[src/rtl/if_id_queue.sv]
// if_id_queue: DEPTH-entry in-order {pc, inst} queue decoupling fetch from decode.
// Optional statistics counters are enabled by defining IF_ID_QUEUE_STAT_EN.
module if_id_queue #(
  parameter int ADDR_W = 32,
  parameter int INST_W = 32,
  parameter int DEPTH  = 4
) (
  input  logic                       clk,
  input  logic                       rst,
  input  logic                       if_valid_i,
  input  logic [ADDR_W-1:0]          if_pc_i,
  input  logic [INST_W-1:0]          if_inst_i,
  output logic                       if_ready_o,
  input  logic                       id_b_flag_i,
  input  logic                       ex_b_flag_i,
  input  logic                       id_stall_i,
  output logic                       id_valid_o,
  output logic [ADDR_W-1:0]          id_pc_o,
  output logic [INST_W-1:0]          id_inst_o,
  output logic [$clog2(DEPTH+1)-1:0] count_o
`ifdef IF_ID_QUEUE_STAT_EN
  ,
  output logic [31:0]                stat_flush_o,
  output logic [31:0]                stat_stall_o
`endif
);

  localparam int PW = $clog2(DEPTH);
  localparam int CW = $clog2(DEPTH + 1);

  logic [PW-1:0]     rd_ptr_reg, wr_ptr_reg;
  logic [CW-1:0]     count_reg, count_next;
  logic [ADDR_W-1:0] pc_mem   [DEPTH];
  logic [INST_W-1:0] inst_mem [DEPTH];

  logic flush, push, pop;

  assign flush      = id_b_flag_i | ex_b_flag_i;
  assign if_ready_o = (count_reg < CW'(DEPTH));
  assign id_valid_o = (count_reg != '0);
  assign push       = if_valid_i & if_ready_o;
  assign pop        = id_valid_o & ~id_stall_i;
  assign count_o    = count_reg;

  // Empty queue presents an all-zero bubble so stale array contents never leak.
  assign id_pc_o   = id_valid_o ? pc_mem[rd_ptr_reg]   : '0;
  assign id_inst_o = id_valid_o ? inst_mem[rd_ptr_reg] : '0;

  // Storage is not reset; a flushed push is never written.
  generate
    for (genvar gi = 0; gi < DEPTH; gi++) begin : g_entry
      always_ff @(posedge clk) begin
        if (!rst && !flush && push && (wr_ptr_reg == PW'(gi))) begin
          pc_mem[gi]   <= if_pc_i;
          inst_mem[gi] <= if_inst_i;
        end
      end
    end
  endgenerate

  always_comb begin
    count_next = count_reg;
    case ({push, pop})
      2'b10:   count_next = count_reg + CW'(1);
      2'b01:   count_next = count_reg - CW'(1);
      default: count_next = count_reg;
    endcase
  end

  always_ff @(posedge clk) begin
    if (rst) begin
      rd_ptr_reg <= '0;
      wr_ptr_reg <= '0;
      count_reg  <= '0;
    end else if (flush) begin
      rd_ptr_reg <= wr_ptr_reg;
      count_reg  <= '0;
    end else begin
      if (push) wr_ptr_reg <= wr_ptr_reg + PW'(1);
      if (pop)  rd_ptr_reg <= rd_ptr_reg + PW'(1);
      count_reg <= count_next;
    end
  end

`ifdef IF_ID_QUEUE_STAT_EN
  logic [31:0] stat_flush_reg, stat_stall_reg;

  always_ff @(posedge clk) begin
    if (rst) begin
      stat_flush_reg <= '0;
      stat_stall_reg <= '0;
    end else begin
      if (flush && id_valid_o)      stat_flush_reg <= stat_flush_reg + 32'd1;
      if (id_valid_o && id_stall_i) stat_stall_reg <= stat_stall_reg + 32'd1;
    end
  end

  assign stat_flush_o = stat_flush_reg;
  assign stat_stall_o = stat_stall_reg;
`endif

endmodule

[config.mk]
export PLATFORM = sky130hd
export DESIGN_NAME = if_id_queue
export DESIGN_NICKNAME = d
export VERILOG_FILES = /design/src/rtl/if_id_queue.sv
export SDC_FILE = /design/constraint.sdc
export NUM_CORES = 1
export LEC_CHECK = 0
export CAP_MARGIN = 25
export CELL_PAD_IN_SITES_DETAIL_PLACEMENT = 0
export CELL_PAD_IN_SITES_GLOBAL_PLACEMENT = 1
export CORE_MARGIN = 1
export CORE_UTILIZATION = 30
export DETAILED_ROUTE_END_ITERATION = 7
export PLACE_DENSITY_LB_ADDON = 0.1
export SLEW_MARGIN = 25
export SYNTH_ARGS = -nofsm -noshare
export SYNTH_HDL_FRONTEND = slang
export SYNTH_SLANG_ARGS = --single-unit
[constraint.sdc]
create_clock -name clk -period 3.23 [get_ports clk]
set_input_delay 0.323 -clock clk [delete_from_list [all_inputs] [get_ports clk]]
set_output_delay 0.323 -clock clk [all_outputs]
set_load 0.02 [all_outputs]
## Word level (Yosys, flattened, before mapping)

Memory sizes are Yosys's and may differ from the RTL's. A register that Yosys moved wholly into a read port is not among the register bits.
Index checks and enable logic that the tools add are counted.

- Latch bits: 0
- Output and inout bits: 69
- Input port bits: 70
- Word-level logic and storage cells: 75
- Bits in writable memories: 256
- Memories kept: 2
- Bits in registers: 7
- Memory bits (read-only): 0

- Multipliers: 0
- Reduce and logical (&&, ||, !) cells: 20
- Muxes and demuxes: 35
- $add $sub $neg: 4
- Equal/unequal tests: 5
- Divide/modulo/power cells: 0
- Bitwise gates (word level): 5
- Shift-type cells: 0
- Magnitude comparators: 1

Memory list:

| memory | words | bits a word | rd ports | clocked after memory_dff | write ports | RTL line | source |
|---|---|---|---|---|---|---|---|
| inst_mem | 4 | 32 | 1 | 1 | 1 | 34 | `logic [INST_W-1:0] inst_mem [DEPTH];` |
| pc_mem | 4 | 32 | 1 | 1 | 1 | 33 | `logic [ADDR_W-1:0] pc_mem [DEPTH];` |

Operators by type and width:

| operator | number |
|---|---|
| 2-to-1 mux 32 bit | 8 |
| OR reduction 32 bit | 6 |
| 2-to-1 mux 2 bit | 12 |
| 2-to-1 mux 1 bit | 14 |
| equality test 2 bit (second input constant) | 3 |
| logical AND 1 bit | 6 |
| one-hot mux 3 bit (2 select lines) | 1 |
| adder 2 x 1 -> 2 bit (second input constant) | 2 |
| equality test 2 x 1 -> 1 bit (second input constant) | 2 |
| nonzero test 2 bit | 2 |
| adder 3 x 1 -> 3 bit (second input constant) | 1 |
| < comparator 3 bit (second input constant) | 1 |
| nonzero test 3 bit | 1 |
| subtractor 3 x 1 -> 3 bit (second input constant) | 1 |
| bitwise AND 1 bit | 2 |
| logical NOT 1 bit | 2 |
| logical NOT 2 bit | 1 |
| NOT 1 bit | 2 |
| AND reduction 2 bit | 1 |
| OR reduction 2 bit | 1 |
| bitwise OR 1 bit | 1 |

## Depth between registers and ports, before layout

- Depth in word-level cells: 11
- Gate-level depth with buffers: 9
- Gate-level depth less buffers: 8

## Worst setup path after synthesis

No wires, ideal clock.

- Kind: input to register
- Start point: input port ex_b_flag_i
- End point: memory inst_mem[0][0], enable pin
- Buffers on the path: 0
- Required time: 2,801 ps
- Slack: 369 ps
- Library setup time: 429 ps
- Arrival: 2,432 ps
- Stages on the path: 3
- Path through: or3_1 nor2_1 and2_1

- Word-level cells in the longest chain between the ends: 11
- Elaborated cells on any way between the ends: 25
- Those cells by class: mux: 14; bitwise: 1; reduce/logical: 10

RTL lines:

| item | RTL line | source |
|---|---|---|
| start: declaration | 15 | `input logic ex_b_flag_i,` |
| bitwise OR 1 bit * | 38 | `assign flush = id_b_flag_i \| ex_b_flag_i;` |
| logical NOT 1 bit * | 53 | `if (!rst && !flush && push && (wr_ptr_reg == PW'(gi))) begin` |
| logical AND 1 bit * (2 in a row) | 53 |  |
| logical AND 1 bit | 53 |  |
| 2-to-1 mux 1 bit | 53 |  |
| 2-to-1 mux 1 bit (implied by the code) | 55 | `inst_mem[gi] <= if_inst_i;` |
| OR reduction 32 bit (no source line) | -- |  |
| 2-to-1 mux 2 bit (no source line) / 2-to-1 mux 1 bit (equally long branches) (3 in a row) | -- |  |
| end: declaration | 34 |  |

Mark *: on every way between the ends. The rest lies on a longest branch, timed or not.

==> run summary <==
Timing
• 0.622 — Relative slew margins
• 331 MHz — achievable clock frequency
• 0 — Fin. Hold Viols
• 3.02 ns — minimum period implied by the final worst setup slack
• 0.568 ns — Slew @ Worst Pin
• 0.00929 ns — worst clock skew
• 0.935 — final worst-path cycle share
• 0.407 ns — Fin Hold WS
• 0 — endpoints failing setup
• 0 ns — total negative slack
• false — RSZ-0062 raised after global routing
• 0 — number of pins exceeding their max-slew limit in the final report

Power
• 569 nW/um2 — ratio of total power to cell area
• 7560 uW — final total power
• 0.000366 V — largest vdd supply drop
• 0.00409 uW — leakage component of the power

Critical path
• clkdlybuf4s50_1 — Critical Path Slowest Stage Cell
• 8 — depth of the most critical reg-to-reg path
• 0.59 ns — biggest cell delay along the critical path
• 2.70 ns — crit path DAT
• output port — CP endpoint kind
• register to output port — type of the worst setup path
• 28 — maximum fanout along the worst path
• buffers and inverters — largest delay contributor family on the critical path
• 4 — logic depth of the worst setup path including buffers
• register — Setup crit start kind
• buf_12, mux4_2, nor2b_1, clkdlybuf4s50_1 — chain of cells forming the critical path
• 2.91 ns — data required time of the critical path
• 2 — combined buffer and inverter count along the critical path

Synth
• 536 — Post-Syn Nets
• 460 — Syn Inst Count
• 256 x edfxtp_1, 64 x mux4_2, 64 x nor2b_1 — most instantiated cells after synthesis
• 0 — async set-reset flop share out of synthesis
• 265 — Synth Register Bits
• 10200 um2 — cell area after synthesis
• edfxtp_1 — most numerous cell in the Yosys netlist
• edfxtp_1 76%, mux4_2 14%, nor2b_1 3.9%, dfxtp_1 1.8%, buf_6 0.77% — leading cell types by total area after synthesis
• 256 — EDFF count, synth
• 0.773 — sequential cell area fraction in the yosys report
• 24 — Yosys cell types
• 22.1 um2 — mean instance size in the synthesized netlist
• edfxtp_1 — cell taking the most area after synthesis
• edfxtp_1 — Post-synth top flop
• 0 — count of yosys warnings during synthesis
• 0.756 — fraction of post-synthesis cell area in the top cell type by area

Clock network
• 1 — number of H-tree levels
• 0 — CTS-repair resized insts
• 265 — clock sink count
• 0 — Hold Buf Count CTS
• 0 — number of post-CTS setup repair buffers
• 3 — buffer levels on the longest clock path
• clkbuf_16 — master cell of the clock root buffer
• built — CTS tree
• 0.06 ns — Clock Pin Slew Worst Setup and Hold Paths
• 0.54 ns — clock latency at the later pin of the worst-skew pair
• 30 — number of buffers created by CTS

Hold path
• primary input to register — Min-Delay Path Class
• 1 — number of stages on the worst hold path

Die
• 186 um — y dimension of the die
• 0.304 — starting utilization of the core area
• 67 — placement row count
• 33400 um2 — area of the core region
• 34600 um2 — Die Area
• 186 um — die width
• 139 — Top Ports

Drt
• 4933 — via count
• 4.48 — vias per inst
• 285 — number of DRC markers after the initial detailed-route iteration
• 22200 um — total length of routed wires
• 0 — number of remaining DRC errors
• 4 — number of detailed-route iterations in the first pass
• 0 — number of nets with antenna violations after detailed routing
• 20.1 um — WL/cell

GRT
• 0 — residual overflow from global routing
• 0.132 — global-route usage over all layers
• 70 — pin count of the biggest net entering global routing
• 5464 — number of global-route vias before repair
• 5 — initial antenna violation count
• 33600 um — wire length of the first global-routing pass

Final layout
• 1102 — non-filler instance count after layout
• 0.210 — share of layout cells above drive strength 1
• 0.397 — Final Util
• 707 — Final nets
• 30.6% — Layout area overhead
• 3003 — # fillers

Placement
• 138 — Port Buf Inserts
• 13800 um — half-perimeter wire length after placement
• 1047 — number of placed instances, taps included
• 0.679 — final RePlAce weighted congestion

Outcome
• finished clean — outcome

Job
• 0 — Max-cap violations

worst paths after layout:
check                start       endpoint  slack (ns)
max               register    id_pc_o[22]        0.21
min            if_pc_i[16]  pc_mem[2][16]        0.41
min reg2reg  rd_ptr_reg[1]       register        0.54
max reg2reg     count_o[2]     count_o[2]        1.20
cell usage in the layout, fill, tap and decap left out, types with 5 or more instances in the layout:
master / count
inv_1: 7
clkbuf_16: 31
clkinv_1: 6
mux4_2: 64
ha_1: 5
clkinv_2: 7
clkdlybuf4s50_1: 138
clkbuf_1: 5
nor2b_1: 64
buf_4: 10
buf_12: 12
edfxtp_1: 256
nor2_1: 10
dfxtp_1: 7
worst reg2reg max path: stages (launching register included):
cell and delay (ns):
dfxtp_1 0.50, nor3_4 0.10, nor2_1 0.13, ha_1 0.20
inv_1 0.06, fa_1 0.37, xor2_1 0.16, or3_1 0.30
a21oi_1 0.15
power by group:
group	internal (uW)	switching, uW	leakage (uW)	total (uW)
logic	226	176	0.00123	403
clock network	2050	1290	0.000481	3350
registers	3790	21.0	0.00238	3810
final cells by class:
type	instances	area, um2	share of cell area
clock inverter	18	185	0.0139
inverter	7	26.3	0.00198
sequential	265	7880	0.593
tap	448	561	0.0422
multi-input combinational	167	2140	0.161
antenna	1	2.50	0.000188
clock buffer	36	795	0.0598
timing repair buffer	160	1700	0.128
cells by family after synthesis:
| family | share of synthesized area |
|---|---|
| flops | 0.773 |
| simple gates | 0.0523 |
| mux | 0.143 |
| buf+inv | 0.0167 |
| compound gates | 0.00418 |
| fa+ha+maj | 0.00812 |
| xor+xnor | 0.00258 |
routing by layer:
metal  part of all wire  track usage
met4              0.023       0.0367
met3              0.053       0.0310
met5             0.0012            0
met2               0.48        0.218
met1               0.44        0.174
stage by stage:
step,area [um2],setup slack (ns)
after floorplan,10200,0.369
after global placement,12300,0.693
after detailed placement,12300,0.679
after CTS,13300,0.105
after global routing,13300,0.0657
final,13300,0.211
Power figures use the tool's default switching activity.
